<file path="src/rtl/mult_div_unit.sv">
// -----------------------------------------------------------------------------
// mult_div_unit
//
// Iterative multiply/divide unit for the execute stage. It produces HI/LO
// results for MULT, MULTU, DIV and DIVU using one radix-2 step per cycle.
// MTHI/MTLO can write HI/LO directly. A start/busy/done handshake lets the
// pipeline controller stall until the results are valid.
//
// Parameters
//   WIDTH  operand width; one operation takes WIDTH iterations
//   CNT_W  iteration counter width; must be able to hold WIDTH-1
//
// Ports
//   clk       rising-edge clock
//   rst       synchronous active-high reset
//   start     operation request, sampled only while busy=0
//   op        00 MULT, 01 MULTU, 10 DIV, 11 DIVU
//   op1       multiplicand / dividend (must be valid only with an accepted start)
//   op2       multiplier / divisor    (must be valid only with an accepted start)
//   hi_we     MTHI write strobe (idle only, start has priority)
//   lo_we     MTLO write strobe (idle only, start has priority)
//   wdata     MTHI/MTLO write data
//   busy      operation in progress (RUN or FIX)
//   done      one-cycle pulse: hi/lo were just updated by an operation
//   hi, lo    HI and LO result registers
//   div_zero  present only when MDU_DIVZERO_FLAG_EN is defined; high in the
//             done cycle of a DIV/DIVU whose divisor was zero
//
// Optional feature macro: MDU_DIVZERO_FLAG_EN
// -----------------------------------------------------------------------------
module mult_div_unit #(
   parameter int unsigned WIDTH = 32,
   parameter int unsigned CNT_W = 6
) (
   input  logic             clk,
   input  logic             rst,
   input  logic             start,
   input  logic [1:0]       op,
   input  logic [WIDTH-1:0] op1,
   input  logic [WIDTH-1:0] op2,
   input  logic             hi_we,
   input  logic             lo_we,
   input  logic [WIDTH-1:0] wdata,
   output logic             busy,
   output logic             done,
   output logic [WIDTH-1:0] hi,
   output logic [WIDTH-1:0] lo
`ifdef MDU_DIVZERO_FLAG_EN
   ,
   output logic             div_zero
`endif
);

   typedef enum logic [1:0] {
      S_IDLE,
      S_RUN,
      S_FIX,
      S_DONE
   } state_e;

   state_e             state_q;
   logic [1:0]         op_q;
   logic [WIDTH-1:0]   a_q;       // |op1| for signed ops, raw op1 otherwise
   logic [WIDTH-1:0]   b_q;       // |op2| for signed ops, raw op2 otherwise
   logic               s1_q;
   logic               s2_q;
   logic [CNT_W-1:0]   cnt_q;
   logic [2*WIDTH-1:0] acc_q;     // product, or {remainder, dividend/quotient}
   logic               busy_q;
   logic               done_q;
   logic [WIDTH-1:0]   hi_q;
   logic [WIDTH-1:0]   lo_q;
`ifdef MDU_DIVZERO_FLAG_EN
   logic               dz_q;
`endif

   // Operand conditioning at start
   logic               in_signed;
   logic [WIDTH-1:0]   a_in;
   logic [WIDTH-1:0]   b_in;

   // Iteration datapath
   logic               is_div;
   logic               is_signed;
   logic [WIDTH:0]     mul_sum;
   logic [WIDTH:0]     div_r;
   logic [WIDTH:0]     div_diff;
   logic               div_ok;
   logic [2*WIDTH-1:0] acc_d;

   // Sign correction / result formation
   logic [2*WIDTH-1:0] mul_res;
   logic [WIDTH-1:0]   quo_res;
   logic [WIDTH-1:0]   rem_res;
   logic [WIDTH-1:0]   op1_raw;
   logic               div_by_zero;
   logic [WIDTH-1:0]   fix_hi;
   logic [WIDTH-1:0]   fix_lo;

   always_comb begin
      in_signed = ~op[0];
      a_in      = (in_signed && op1[WIDTH-1]) ? -op1 : op1;
      b_in      = (in_signed && op2[WIDTH-1]) ? -op2 : op2;
   end

   always_comb begin
      is_div    = op_q[1];
      is_signed = ~op_q[0];

      // Multiply: add the multiplier into the upper half when the current LSB
      // is set, then shift the whole product right by one. The carry out of
      // the add becomes the new MSB.
      mul_sum = {1'b0, acc_q[2*WIDTH-1:WIDTH]} +
                (acc_q[0] ? {1'b0, b_q} : '0);

      // Restoring divide: shift the next dividend bit into the partial
      // remainder and try to subtract the divisor. A clear borrow bit means
      // the subtraction fits and the quotient bit is 1. The partial remainder
      // always stays below 2*divisor, so WIDTH+1 bits are enough.
      div_r    = acc_q[2*WIDTH-1:WIDTH-1];
      div_diff = div_r - {1'b0, b_q};
      div_ok   = ~div_diff[WIDTH];

      if (is_div) begin
         acc_d = {(div_ok ? div_diff[WIDTH-1:0] : div_r[WIDTH-1:0]),
                  acc_q[WIDTH-2:0], div_ok};
      end else begin
         acc_d = {mul_sum, acc_q[WIDTH-1:1]};
      end
   end

   always_comb begin
      mul_res     = (is_signed && (s1_q ^ s2_q)) ? -acc_q : acc_q;
      quo_res     = (is_signed && (s1_q ^ s2_q)) ? -acc_q[WIDTH-1:0]
                                                 : acc_q[WIDTH-1:0];
      rem_res     = (is_signed && s1_q) ? -acc_q[2*WIDTH-1:WIDTH]
                                        : acc_q[2*WIDTH-1:WIDTH];
      // Negating the stored magnitude gives back the original dividend. This
      // also holds for the most negative value, which maps to itself.
      op1_raw     = (is_signed && s1_q) ? -a_q : a_q;
      div_by_zero = (b_q == '0);

      if (is_div) begin
         if (div_by_zero) begin
            fix_hi = op1_raw;
            fix_lo = '1;
         end else begin
            fix_hi = rem_res;
            fix_lo = quo_res;
         end
      end else begin
         fix_hi = mul_res[2*WIDTH-1:WIDTH];
         fix_lo = mul_res[WIDTH-1:0];
      end
   end

   always_ff @(posedge clk) begin
      if (rst) begin
         state_q <= S_IDLE;
         op_q    <= '0;
         a_q     <= '0;
         b_q     <= '0;
         s1_q    <= 1'b0;
         s2_q    <= 1'b0;
         cnt_q   <= '0;
         acc_q   <= '0;
         busy_q  <= 1'b0;
         done_q  <= 1'b0;
         hi_q    <= '0;
         lo_q    <= '0;
`ifdef MDU_DIVZERO_FLAG_EN
         dz_q    <= 1'b0;
`endif
      end else begin
         case (state_q)
            S_IDLE, S_DONE: begin
               done_q <= 1'b0;
`ifdef MDU_DIVZERO_FLAG_EN
               dz_q   <= 1'b0;
`endif
               if (start) begin
                  // An accepted start takes priority over MTHI/MTLO strobes
                  // in the same cycle, so those writes are dropped.
                  op_q    <= op;
                  a_q     <= a_in;
                  b_q     <= b_in;
                  s1_q    <= op1[WIDTH-1];
                  s2_q    <= op2[WIDTH-1];
                  cnt_q   <= CNT_W'(WIDTH - 1);
                  acc_q   <= {{WIDTH{1'b0}}, a_in};
                  busy_q  <= 1'b1;
                  state_q <= S_RUN;
               end else begin
                  state_q <= S_IDLE;
                  if (hi_we) hi_q <= wdata;
                  if (lo_we) lo_q <= wdata;
               end
            end

            S_RUN: begin
               acc_q <= acc_d;
               if (cnt_q == '0) begin
                  state_q <= S_FIX;
               end else begin
                  cnt_q <= cnt_q - CNT_W'(1);
               end
            end

            S_FIX: begin
               hi_q    <= fix_hi;
               lo_q    <= fix_lo;
               busy_q  <= 1'b0;
               done_q  <= 1'b1;
`ifdef MDU_DIVZERO_FLAG_EN
               dz_q    <= is_div && div_by_zero;
`endif
               state_q <= S_DONE;
            end

            default: begin
               busy_q  <= 1'b0;
               done_q  <= 1'b0;
               state_q <= S_IDLE;
            end
         endcase
      end
   end

   assign busy = busy_q;
   assign done = done_q;
   assign hi   = hi_q;
   assign lo   = lo_q;
`ifdef MDU_DIVZERO_FLAG_EN
   assign div_zero = dz_q;
`endif

endmodule
</file>
<file path="config.mk">
export PLATFORM = sky130hd
export DESIGN_NAME = mult_div_unit
export DESIGN_NICKNAME = d
export VERILOG_FILES = /design/src/rtl/mult_div_unit.sv
export SDC_FILE = /design/constraint.sdc
export NUM_CORES = 1
export LEC_CHECK = 0
export BUFFER_PORTS_ARGS = -buffer_cell sky130_fd_sc_hd__buf_2
export CORE_MARGIN = 8
export CORE_UTILIZATION = 39
export DETAILED_ROUTE_END_ITERATION = 8
export PLACE_DENSITY = 0.67
export SLEW_MARGIN = 15
export SYNTH_ARGS = -nofsm -noshare
export SYNTH_HDL_FRONTEND = slang
export SYNTH_SLANG_ARGS = --single-unit
</file>
<file path="constraint.sdc">
create_clock -name clk -period 4.1 [get_ports clk]
set_input_delay 1.23 -clock clk [delete_from_list [all_inputs] [get_ports clk]]
set_output_delay 1.23 -clock clk [all_outputs]
set_load 0.01 [all_outputs]
</file>
### Word-level counts from Yosys, hierarchy flattened

Index checks and enable logic that the tools add are counted.
W data, S select, Z words.

| word-level totals | value |
|---|---|
| flip-flop bits (word level) | 206 |
| bits of input ports | 103 |
| output and inout bits | 66 |

| operators by class | value |
|---|---|
| $add $sub $neg | 9 |
| equal/unequal tests | 9 |
| mux-type cells | 30 |
| bitwise operators | 4 |
| reduce and logical (&&, ||, !) cells | 16 |

Operators with widths:

| operator | count |
|---|---|
| $mux W32 | 15 |
| $mux W64 | 3 |
| $neg A32 Y32 | 5 |
| $pmux W32 S2 | 2 |
| $pmux W64 S2 | 1 |
| $neg A64 Y64 | 1 |
| $add A32 B32 Y33 | 1 |
| $sub A33 B32 Y33 | 1 |
| $logic_not A32 Y1 | 1 |
| $mux W6 | 2 |
| $ne A2 B2 Y1 const B | 6 |
| $pmux W6 S2 | 1 |
| $reduce_and A3 Y1 | 3 |
| $logic_not A6 Y1 | 1 |
| $pmux W2 S3 | 1 |
| $reduce_and A2 Y1 | 3 |
| $sub A6 B1 Y6 const B | 1 |
| $eq A2 B2 Y1 const B | 2 |
| $logic_and A1 B1 Y1 | 4 |
| $pmux W1 S2 | 2 |
| $reduce_bool A2 Y1 | 2 |
| $not A1 Y1 | 3 |
| $eq A2 B1 Y1 const B | 1 |
| $logic_not A2 Y1 | 1 |
| 4 further kinds | 5 |

### Logic depth before layout (Yosys ltp)

Gate-level depths: netlist (run 1).

| depth | value |
|---|---|
| word-level depth | 6 |
| depth in mapped cells | 14 |
| mapped depth without buffers | 13 |

### Worst setup path before layout (run 1)

Ideal clock, no wire load.

| timing path | value |
|---|---|
| path type | input to register |
| from | in op1[15] |
| to | reg acc_q[29] |
| library setup time | 114 ps |
| arrival | 3272 ps |
| setup slack | 713 ps |
| cell stages on the path | 7 |
| path through | or4_4 nor4_1 nand3_1 or3_1 o31ai_1 xor2_1 a2111oi_0 |

| on the way | value |
|---|---|
| longest elaborated chain between the ends | 4 |

Ends and longest elaborated chain:

| what | line | text |
|---|---|---|
| start, declared | 39 | `input logic [WIDTH-1:0] op1,` |
| $neg A32 Y32 | 102 | `a_in = (in_signed && op1[WIDTH-1]) ? -op1 : op1;` |
| $mux W32 | 102 |  |
| $mux W64 | 181 | `if (start) begin` |
| $pmux W64 S2 | 175 | `case (state_q)` |
| end signal, assigned | 190 | `acc_q <= {{WIDTH{1'b0}}, a_in};` |
| end, declared | 68 | `logic [2*WIDTH-1:0] acc_q;` |

No other way between the ends. The select of a mux whose other input is x is not followed.
A chain may end at the register's enable or synchronous reset.

### Worst setup path after layout (run 1)

| timing path | value |
|---|---|
| from | reg acc_q[0] |
| to | reg acc_q[61] |

| on the way | value |
|---|---|
| longest elaborated chain between the ends | 4 |

Ends and longest elaborated chain:

| what | line | text |
|---|---|---|
| $mux W32 | 114 | `(acc_q[0] ? {1'b0, b_q} : '0);` |
| $add A32 B32 Y33 | 113 | `mul_sum = {1'b0, acc_q[2*WIDTH-1:WIDTH]} +` |
| $mux W64 | 124 | `if (is_div) begin` |
| $pmux W64 S2 | 175 |  |

No other way between the ends.

==> flow_metrics.tcl, run 1 <==
set metrics [dict create \
    post_synth_mux_area_share_pct 2.73 \
    num_rows 76 \
    period_share_pct 84.5 \
    setup_tns_ps 0 \
    wire_length_of_the_first_global_routing_pass_um 99700 \
    hold-worst-slack_ps 450 \
    total_power_mw 12.6 \
    detailed_place_hpwl_um 50700 \
    timing.critical_path.buf_inv 2 \
    synth_area_leaders "sky130_fd_sc_hd__dfxtp_1 (24%), sky130_fd_sc_hd__a21oi_1 (7.1%), sky130_fd_sc_hd__xnor2_1 (6.0%)" \
    tightestPinTransition_ps 1090 \
    synth_top_cell_by_area "sky130_fd_sc_hd__dfxtp_1" \
    io_buffer_count 168 \
    numCtsBuffers 25 \
    post_synthesis_compound_gate_area_fraction_pct 28.0 \
    synth-edff-count 0 \
    p_comb_share_pct 54.5 \
    final_core_utilization_pct 44.6 \
    synth-seq-area-share_pct 24.2 \
    crit_arrival_ps 3920 \
    power.switching_fraction_pct 49.3 \
    synth.cells.most_frequent "sky130_fd_sc_hd__nand2_1 (264), sky130_fd_sc_hd__nor2_1 (252), sky130_fd_sc_hd__a21oi_1 (241)" \
    worst-endpoint-required_ps 4550 \
    timing_max_transition_violations_final 0 \
    number_of_failing_setup_endpoints_in_the_final_timing_report 0 \
    placed_area_um2 18400 \
    design.core.area_um2 43100 \
    critPathKind "reg -> reg" \
    final_layout_size_suffix_gt1_share_pct 12.5 \
    power_per_cell_area_nw_per_um2 657 \
    final_wirelength_um 65300 \
    critPathMaxStageDelay_ps 380 \
    grt.overflow.total 0 \
    worst_slew_margin_rel_pct 27.0 \
    die_height_um 225 \
    yosysUniqueCellTypes 93 \
    synth-xor-area-share_pct 11.9 \
    syn-cell-area_um2 17000 \
    fmax_ghz 0.289 \
    clock_sink_count 206 \
    leakage_nw 7.66 \
    synthAdderAreaFrac_pct 5.67 \
    grt_pass1_vias 17200 \
    drv.max_cap_violation_count 0 \
    cts_tree "done" \
    floorplan.die.width_um 225 \
    postCtsSetupRepairBufs 0 \
    number_of_vias_per_cell_after_detailed_routing 6.05 \
    synth_top_family_by_area "compound AO/OA/AOI/OAI gates" \
    timing.critical_path.to_type "flip-flop" \
    start_util_pct 39.6 \
    netlist_instances 2328 \
    placedCellCount 2963 \
    grt_setup_unrepaired "false" \
    ys_async_sr_fraction_pct 0 \
    synth_top_flop_cell "sky130_fd_sc_hd__dfxtp_1" \
    synth-seq-cells 206 \
    final-instance-count-excl-fill 3011 \
    p_int_mw 6.41 \
    place_ws_ps 395 \
    antenna_left 0 \
    maximum_number_of_pins_on_one_net_before_global_route_repair 111 \
    dr_drc_count 0 \
    synthMostInstantiatedCell "sky130_fd_sc_hd__nand2_1" \
    layout.nets 2584 \
    status "completed" \
    synthesis.nets 2507 \
    final_hold_viol_count 0 \
    min-delay-path-class "reg -> reg" \
    cp_top_family "compound AO/OA/AOI/OAI gates" \
    htree_num_levels 1 \
    path_max_fanout 30 \
    final_weighted_congestion_in_routability_driven_placement 0.957 \
    share_seq_of_total_power_pct 27.1 \
    switchingPower_mw 6.23 \
    grt_use_total_pct 24.6 \
    drt_iter0_drc 2001 \
    synth.yosys.warnings 0 \
    crit_path_frequent_cell "sky130_fd_sc_hd__nor2_1" \
    critical_path.startpoint_type "flip-flop" \
    vias 18206 \
    final_cell_area_um2 19200 \
    peak_vdd_ir_v 0.000382 \
    die_area_um2 50700 \
    power.clock.fraction_pct 18.4 \
    syn2layout_area_growth_pct 12.8 \
    maximum_clock_skew_at_final_layout_ps 20.1 \
    clk_pin_slew_ps 60 \
    timing.critical_path.slowest_stage_cell "sky130_fd_sc_hd__nor2_1" \
    synthDominantCellAreaShare_pct 24.2 \
    synth_simple_gate_area_share_pct 21.9 \
    cts.hold.buffers_added 0 \
    syn_avg_cell_area_um2 7.32 \
    drt-wirelength-per-cell_um 21.7 \
    post_cts.resized_instances 0 \
    insertion_delay_ps 560 \
    first_pass_iters 6 \
    antenna_found_initial 4 \
    design.portCount 169 \
    max-clock-path-buffers 3 \
    ordered_cell_list_for_the_critical_path "inv_1 -> buf_4 -> nor2_1 -> ha_1 -> o211ai_1 -> a21oi_1 -> o211a_1 -> nor2_1 -> a22oi_1 -> a31oi_1 -> nor2_1 -> mux2_2 -> o31ai_1" \
    cts_root_buf "sky130_fd_sc_hd__clkbuf_16" \
    setup_slack_ps 635 \
    fin_crit_ps 3460 \
]
flip-flops by register name, indices dropped and copies added, names as in the netlist:
signal and flops:
hi 32, s2_q 1, op_q 2, lo 32, done 1, s1_q 1, state_q 2, acc_q 64
cnt_q 6, a_q 32, b_q 32, busy 1
power by group through the flow:
stage,Sequential [mW],Combinational [mW],Clock (mW)
global route,3.49,7.49,2.42
floorplan,3.23,4.63,0
finish,3.42,6.89,2.32
detailed placement,3.44,6.73,0
global placement,3.42,6.64,0
CTS,3.40,6.76,2.35
kinds of logic (layout without fill, tap and decap cells):
kind of cell | count (synthesis) | count (layout)
AND/OR/NAND/NOR | 784 | 784
XOR/XNOR | 231 | 231
flip-flops | 206 | 206
adder cells (fa/ha/maj) | 76 | 76
AO/OA/AOI/OAI | 742 | 742
multiplexers | 45 | 45
buffers and inverters | 244 | 340
other | 0 | 2
cell usage in the layout (no fill, tap or decap), types with 14 or more instances in the layout:
master and instances:
sky130_fd_sc_hd__mux2i_1 42, sky130_fd_sc_hd__xnor2_1 116, sky130_fd_sc_hd__a21o_1 26, sky130_fd_sc_hd__xor2_1 115, sky130_fd_sc_hd__o41ai_1 14, sky130_fd_sc_hd__o21ai_1 40
sky130_fd_sc_hd__nand3_1 28, sky130_fd_sc_hd__inv_1 71, sky130_fd_sc_hd__a22oi_1 19, sky130_fd_sc_hd__nand2_1 264, sky130_fd_sc_hd__a21oi_1 240, sky130_fd_sc_hd__nand2b_1 22
sky130_fd_sc_hd__or3_1 18, sky130_fd_sc_hd__a31oi_1 37, sky130_fd_sc_hd__a311oi_1 16, sky130_fd_sc_hd__nand4_1 21, sky130_fd_sc_hd__o221ai_1 37, sky130_fd_sc_hd__nor4_1 33
sky130_fd_sc_hd__dfxtp_1 205, sky130_fd_sc_hd__nor2b_1 17, sky130_fd_sc_hd__nor2_1 250, sky130_fd_sc_hd__ha_1 73, sky130_fd_sc_hd__nor3_1 50, sky130_fd_sc_hd__a211oi_1 56
sky130_fd_sc_hd__clkbuf_16 25, sky130_fd_sc_hd__buf_4 54, sky130_fd_sc_hd__o31ai_1 25, sky130_fd_sc_hd__o21ai_0 98, sky130_fd_sc_hd__o211ai_1 50, sky130_fd_sc_hd__or4_1 15
sky130_fd_sc_hd__buf_2 167
per-layer routing:
metal	global-route usage, %	up-vias	wire length, µm
li1	-	8610	-
met1	32.8	8655	28300
met2	38.9	768	29300
met3	3.57	169	4610
met4	11.1	4	3170
met5	0	-	23
path summary, 6_finish.rpt:
kind / from / to / slack, ps / cells after the start
worst max-delay path: acc_q[0]$_SDFFE_PP0P_ / acc_q[61]$_SDFFE_PP0P_ / 640 / 13
worst max register to register: acc_q[0]$_SDFFE_PP0P_ / acc_q[61]$_SDFFE_PP0P_ / 640 / 13
worst min register to register: lo[17]$_SDFFE_PP0P_ / lo[17]$_SDFFE_PP0P_ / 450 / 2
worst min-delay path: lo[17]$_SDFFE_PP0P_ / lo[17]$_SDFFE_PP0P_ / 450 / 2
layout make-up:
class | instances | area [µm²]
Fill cell | 4390 | 23800
Clock buffer | 35 | 693
Tap cell | 585 | 732
Timing Repair Buffer | 222 | 1260
Clock inverter | 11 | 149
Inverter | 72 | 270
Antenna cell | 2 | 5.00
Multi-Input combinational cell | 1878 | 12000
Sequential cell | 206 | 4130
worst min-delay path: cells and delay by family (launching register included):
| kind | cells | cell delay (ps) |
|---|---|---|
| DFF | 1 | 310 |
| and+or+nand+nor | 1 | 50 |
| AOI/OAI and AO/OA | 1 | 50 |
No activity file was read; power rests on OpenSTA's default activity.
==> run 2, diff against run 1 <==
--- a/config.mk
+++ b/config.mk
@@ -9,7 +9,7 @@
 export CORE_MARGIN = 8
 export CORE_UTILIZATION = 39
 export DETAILED_ROUTE_END_ITERATION = 8
-export PLACE_DENSITY = 0.67
+export PLACE_DENSITY = 0.69
 export SLEW_MARGIN = 15
 export SYNTH_ARGS = -nofsm -noshare
 export SYNTH_HDL_FRONTEND = slang
==> constraint.sdc (replaced) <==
create_clock -name clk -period 2.8 [get_ports clk]
set_input_delay 0.84 -clock clk [delete_from_list [all_inputs] [get_ports clk]]
set_output_delay 0.84 -clock clk [all_outputs]
set_load 0.01 [all_outputs]
==> run 2 against run 1 <==
  * The run now ends with negative setup slack left
  * Clock power is 51% higher
  * Die area unchanged
  * Setup slack got worse by 810 ps
  * Sequential power is 39% higher
  * Cell area up 27%
  * Critical path type unchanged
  * Largest power group unchanged
  * Highest routed layer is now met4
==> flow_metrics.tcl, run 2 (same netlist as run 1, synthesis figures left out) <==
set metrics [dict create \
    detailed_place_hpwl_um 56000 \
    final_layout_size_suffix_gt1_share_pct 34.9 \
    power_per_cell_area_nw_per_um2 895 \
    final-instance-count-excl-fill 3437 \
    power.switching_fraction_pct 47.3 \
    hold-worst-slack_ps 451 \
    number_of_failing_setup_endpoints_in_the_final_timing_report 16 \
    tightestPinTransition_ps 951 \
    timing.critical_path.buf_inv 4 \
    floorplan.die.width_um 225 \
    period_share_pct 106 \
    final_hold_viol_count 0 \
    die_height_um 225 \
    ordered_cell_list_for_the_critical_path "inv_8 -> buf_12 -> buf_8 -> nor2_2 -> ha_1 -> nand2_1 -> or2_1 -> or3_1 -> o22a_1 -> o211ai_1 -> xor2_1 -> a222oi_1 -> buf_4 -> o21ai_2" \
    cp_top_family "compound AO/OA/AOI/OAI gates" \
    io_buffer_count 168 \
    holdPathStages 2 \
    grt_setup_unrepaired "true" \
    leakage_nw 10.1 \
    syn2layout_area_growth_pct 43.8 \
    grt_use_total_pct 27.2 \
    grt_pass1_vias 19360 \
    violations "negative setup slack" \
    path_max_fanout 5 \
    die_area_um2 50700 \
    largest-register "acc_q" \
    maximum_number_of_pins_on_one_net_before_global_route_repair 100 \
    layout.nets 3013 \
    wire_length_of_the_first_global_routing_pass_um 110000 \
    max-clock-path-buffers 3 \
    p_int_mw 11.6 \
    crit_arrival_ps 3420 \
    dr_drc_count 0 \
    most-common-layout-cells "sky130_fd_sc_hd__buf_4 (438), sky130_fd_sc_hd__nand2_1 (251), sky130_fd_sc_hd__nor2_1 (225), sky130_fd_sc_hd__a21oi_1 (209), sky130_fd_sc_hd__dfxtp_1 (174)" \
    clock_sink_count 206 \
    final_wirelength_um 73900 \
    status "complete, but fails checks" \
    vias 20238 \
    placedCellCount 3337 \
    num_rows 76 \
    setup_slack_ps -171 \
    share_seq_of_total_power_pct 21.7 \
    power.clock.fraction_pct 16.0 \
    htree_num_levels 1 \
    design.portCount 169 \
    min-delay-path-class "reg -> reg" \
    maximum_clock_skew_at_final_layout_ps 37.6 \
    placed_area_um2 21400 \
    fmax_ghz 0.337 \
    insertion_delay_ps 580 \
    critPathKind "reg -> reg" \
    timing_max_transition_violations_final 0 \
    critPathMaxStageDelay_ps 370 \
    worst_slew_margin_rel_pct 36.4 \
    antenna_left 0 \
    antenna_found_initial 0 \
    number_of_vias_per_cell_after_detailed_routing 5.89 \
    critical_path_cell_count 14 \
    first_pass_iters 5 \
    design.core.area_um2 43100 \
    regToRegStartpoint "acc_q[0]$_SDFFE_PP0P_" \
    drv.max_cap_violation_count 0 \
    place_ws_ps -413 \
    switchingPower_mw 10.4 \
    worst_hold_path.endpoint "lo[14]$_SDFFE_PP0P_" \
    ff2ff_path_depth 14 \
    layout.cells.most_common "sky130_fd_sc_hd__buf_4" \
    cts_root_buf "sky130_fd_sc_hd__clkbuf_16" \
    critical_path.startpoint_type "flip-flop" \
    antennaDiodeCount 0 \
    drt-wirelength-per-cell_um 21.5 \
    final_core_utilization_pct 56.9 \
    timing.critical_path.slowest_stage_cell "sky130_fd_sc_hd__dfxtp_4" \
    drt_iter0_drc 2393 \
    clk_pin_slew_ps 60 \
    numCtsBuffers 25 \
    cts.hold.buffers_added 0 \
    peak_vdd_ir_v 0.000607 \
    worst-endpoint-required_ps 3250 \
    holdCritStartpoint "lo[14]$_SDFFE_PP0P_" \
    start_util_pct 39.6 \
    cts_tree "done" \
    p_comb_share_pct 62.3 \
    final_cell_area_um2 24500 \
    ff_to_ff_end "acc_q[58]$_SDFFE_PP0P_" \
    flip_flop_count_of_the_largest_register_after_layout 64 \
    final_weighted_congestion_in_routability_driven_placement 1.01 \
    grt.overflow.total 0 \
    fin_crit_ps 2970 \
    r2r_setup_slack_ps -170 \
    timing.critical_path.to_type "flip-flop" \
]
==> run 2: power groups by stage <==
stage | combinational, mW | sequential [mW] | clock [mW]
finish | 13.7 | 4.76 | 3.51
global placement | 11.9 | 4.68 | 0
CTS | 12.6 | 4.68 | 3.51
detailed placement | 12.0 | 4.72 | 0
global route | 14.6 | 4.85 | 3.64
floorplan | 6.79 | 4.73 | 0
==> run 2: per-layer routing <==
metal | global-route usage, % | vias up | wire [µm]
met3 | 2.75 | 217 | 5590
met1 | 36.3 | 9596 | 30700
met2 | 43.4 | 976 | 33600
met4 | 13.1 | 0 | 3940
met5 | 0 | - | 0
li1 | - | 9449 | -
==> run 2: worst max-delay path by stage <==
stage	startpoint	end	slack (ps)
after floorplan	op1[15]	acc_q[28]$_SDFFE_PP0P_	-120
after global placement	op1[15]	acc_q[29]$_SDFFE_PP0P_	-310
after detailed placement	op1[15]	acc_q[29]$_SDFFE_PP0P_	-410
after CTS	acc_q[0]$_SDFFE_PP0P_	acc_q[58]$_SDFFE_PP0P_	-80
after global routing	acc_q[0]$_SDFFE_PP0P_	acc_q[58]$_SDFFE_PP0P_	-290
final	acc_q[0]$_SDFFE_PP0P_	acc_q[58]$_SDFFE_PP0P_	-170
==> run 2: cell type report <==
class                           instances  area [µm²]
Fill cell                            3871       18600
Multi-Input combinational cell       1878       13700
Timing Repair Buffer                  651        4790
Sequential cell                       206        4170
Tap cell                              585         732
Clock buffer                           33         706
Inverter                               72         295
Clock inverter                         12         160
==> run 2: stage by stage <==
stage               power [mW]  TNS (ps)
detailed placement        16.8    -11830
global route              23.1     -3570
CTS                       20.8      -276
finish                    21.9     -1190
global placement          16.6     -8090
floorplan                 11.5      -627
==> run 2: tightest hold or removal path, cell delays in order (launching register included) <==
cell and delay (ps):
sky130_fd_sc_hd__dfxtp_1 310, sky130_fd_sc_hd__nand2_1 50, sky130_fd_sc_hd__a21oi_1 50
==> run 2: repair_timing <==
action,in CTS,in global routing
setup endpoints to repair,44,62
pin swaps,73,97
gates cloned,3,1
resized for setup,149,228
buffers inserted,18,36
==> run 3, diff against run 2 <==
--- a/config.mk
+++ b/config.mk
@@ -7,9 +7,10 @@
 export LEC_CHECK = 0
 export BUFFER_PORTS_ARGS = -buffer_cell sky130_fd_sc_hd__buf_2
 export CORE_MARGIN = 8
-export CORE_UTILIZATION = 39
+export CORE_UTILIZATION = 50
 export DETAILED_ROUTE_END_ITERATION = 8
-export PLACE_DENSITY = 0.69
+export PLACE_DENSITY = 0.82
+export REMOVE_ABC_BUFFERS = 1
 export SLEW_MARGIN = 15
 export SYNTH_ARGS = -nofsm -noshare
 export SYNTH_HDL_FRONTEND = slang
==> run 3 against run 2 <==
  * The run still ends with negative setup slack left
  * Clock-buffer cell count rose by 4
  * Sequential power fell by 1%
  * Combinational power fell by 6%
  * Non-clock buffer count fell by 14
  * Critical path type unchanged
  * Largest cell class unchanged
==> flow_metrics.tcl, run 3 (same netlist as run 1, synthesis figures left out) <==
set metrics [dict create \
    fmax_ghz 0.325 \
    final_layout_size_suffix_gt1_share_pct 31.5 \
    placedCellCount 3186 \
    final_hold_viol_count 0 \
    design.core.area_um2 33500 \
    final-instance-count-excl-fill 3289 \
    area_of_combinational_cells_with_multiple_inputs_um2 13100 \
    wire_length_of_the_first_global_routing_pass_um 105000 \
    die_height_um 201 \
    cts_tree "done" \
    syn2layout_area_growth_pct 39.2 \
    antennaDiodeCount 0 \
    numCtsBuffers 26 \
    maximum_clock_skew_at_final_layout_ps 27.0 \
    first_pass_iters 6 \
    number_of_failing_setup_endpoints_in_the_final_timing_report 26 \
    period_share_pct 110 \
    htree_num_levels 1 \
    most-common-layout-cells "sky130_fd_sc_hd__buf_4 (433), sky130_fd_sc_hd__nand2_1 (256), sky130_fd_sc_hd__nor2_1 (234), sky130_fd_sc_hd__a21oi_1 (212), sky130_fd_sc_hd__dfxtp_1 (195)" \
    fin_crit_ps 3080 \
    drt-wirelength-per-cell_um 21.8 \
    grt_use_total_pct 31.6 \
    die_area_um2 40300 \
    path_max_fanout 3 \
    antenna_found_initial 3 \
    grt.overflow.total 0 \
    status "complete, but fails checks" \
    num_rows 67 \
    leakage_nw 10.1 \
    layout.cells.most_common "sky130_fd_sc_hd__buf_4" \
    total_power_mw 21.3 \
    io_buffer_count 168 \
    power_per_cell_area_nw_per_um2 898 \
    final_cell_area_um2 23700 \
    setup_slack_ps -278 \
    drv.max_cap_violation_count 0 \
    vias 20791 \
    number_of_vias_per_cell_after_detailed_routing 6.32 \
    final-seq-area_um2 4150 \
    number_of_filler_instances_in_the_final_layout 2634 \
    grt_setup_unrepaired "true" \
    cts.hold.buffers_added 0 \
    clock_sink_count 206 \
    final_weighted_congestion_in_routability_driven_placement 0.993 \
    floorplan.die.width_um 201 \
    placed_area_um2 21000 \
    min-delay-path-class "reg -> reg" \
    maximum_number_of_pins_on_one_net_before_global_route_repair 65 \
    flip_flop_count_of_the_largest_register_after_layout 64 \
    violations "negative setup slack" \
    largest-register "acc_q" \
    tightestPinTransition_ps 949 \
    critical_path.startpoint_type "flip-flop" \
    peak_vdd_ir_v 0.000757 \
    timing_max_transition_violations_final 0 \
    worst_slew_margin_rel_pct 36.7 \
    crit_arrival_ps 3540 \
    dr_drc_count 0 \
    cts_root_buf "sky130_fd_sc_hd__clkbuf_16" \
    clk_pin_slew_ps 70 \
    detailed_place_hpwl_um 51300 \
    max-clock-path-buffers 3 \
    place_ws_ps -530 \
    insertion_delay_ps 570 \
    grt_pass1_vias 19574 \
    drt_iter0_drc 2639 \
    final_wirelength_um 71800 \
    setup_tns_ps -2140 \
    timing.critical_path.to_type "flip-flop" \
    layout.nets 3000 \
    design.portCount 169 \
    critPathKind "reg -> reg" \
    start_util_pct 50.8 \
    antenna_left 0 \
    worst-endpoint-required_ps 3270 \
]
==> run 3: changes by cell type in the layout (fill, tap and decap cells not counted), moves of 9 or more <==
cell                      change
sky130_fd_sc_hd__dfxtp_1     +21
sky130_fd_sc_hd__dfxtp_2     -21
sky130_fd_sc_hd__ha_1        +20
sky130_fd_sc_hd__ha_4        -20
sky130_fd_sc_hd__inv_1       +15
sky130_fd_sc_hd__buf_6       -11
sky130_fd_sc_hd__inv_2        -9
sky130_fd_sc_hd__nor2_1       +9
==> run 3: final cells by class <==
class | count | share of cell area (%)
Tap cell | 448 | 2.36
Clock buffer | 37 | 3.25
Sequential cell | 206 | 17.5
Clock inverter | 11 | 0.696
Timing Repair Buffer | 637 | 19.7
Multi-Input combinational cell | 1878 | 55.3
Inverter | 72 | 1.18
==> run 3: repair_timing <==
| action | CTS | global route |
|---|---|---|
| buffers inserted | 8 | 45 |
| pin swaps | 25 | 124 |
| setup endpoints to repair | 41 | 70 |
| gates cloned | 0 | 4 |
| gates resized for setup | 79 | 185 |
==> run 3: final timing paths <==
kind                                          start                      to  slack, ps  cells after the start
worst max-delay path            b_q[0]$_SDFFE_PP0P_  acc_q[61]$_SDFFE_PP0P_       -280                     14
worst min-delay path            lo[28]$_SDFFE_PP0P_     lo[28]$_SDFFE_PP0P_        450                      2
worst max register to register  b_q[0]$_SDFFE_PP0P_  acc_q[61]$_SDFFE_PP0P_       -280                     14
worst min register to register  lo[28]$_SDFFE_PP0P_     lo[28]$_SDFFE_PP0P_        450                      2
==> run 3: metrics by stage <==
stage | hold slack (ps) | utilization [%]
6_report | 447 | 70.8
5_1_grt | 472 | 70.8
4_1_cts | 448 | 66.9
3_5_place_dp | 441 | 62.7
3_3_place_gp | 436 | 62.7
2_1_floorplan | 438 | -
==> run 3: critical path, stage by stage (launching register included) <==
cell and delay (ps):
sky130_fd_sc_hd__dfxtp_2 410, sky130_fd_sc_hd__and2_4 180, sky130_fd_sc_hd__ha_4 140, sky130_fd_sc_hd__inv_2 50
sky130_fd_sc_hd__fa_2 380, sky130_fd_sc_hd__nand2b_4 170, sky130_fd_sc_hd__a21oi_4 140, sky130_fd_sc_hd__o211a_1 200
sky130_fd_sc_hd__nor2_4 80, sky130_fd_sc_hd__buf_6 130, sky130_fd_sc_hd__a22oi_2 240, sky130_fd_sc_hd__a31oi_2 150
sky130_fd_sc_hd__nor2_1 180, sky130_fd_sc_hd__mux2_4 320, sky130_fd_sc_hd__o31ai_2 210
==> run 3: power breakdown <==
part,internal (mW),leakage (nW),switching (mW)
sequential,3.89,1.70,0.816
combinational,5.27,7.93,7.66
clock,2.21,0.465,1.47
==> run 3: routing by layer <==
layer / wire [µm] / part of all wire, % / up-vias / global-route usage (%)
met5: 27 / 0.038 / - / 0
li1: - / - / 9442 / -
met3: 7550 / 11 / 319 / 6.00
met4: 4040 / 5.6 / 4 / 15.1
met2: 31400 / 44 / 1318 / 49.3
met1: 28800 / 40 / 9708 / 41.6
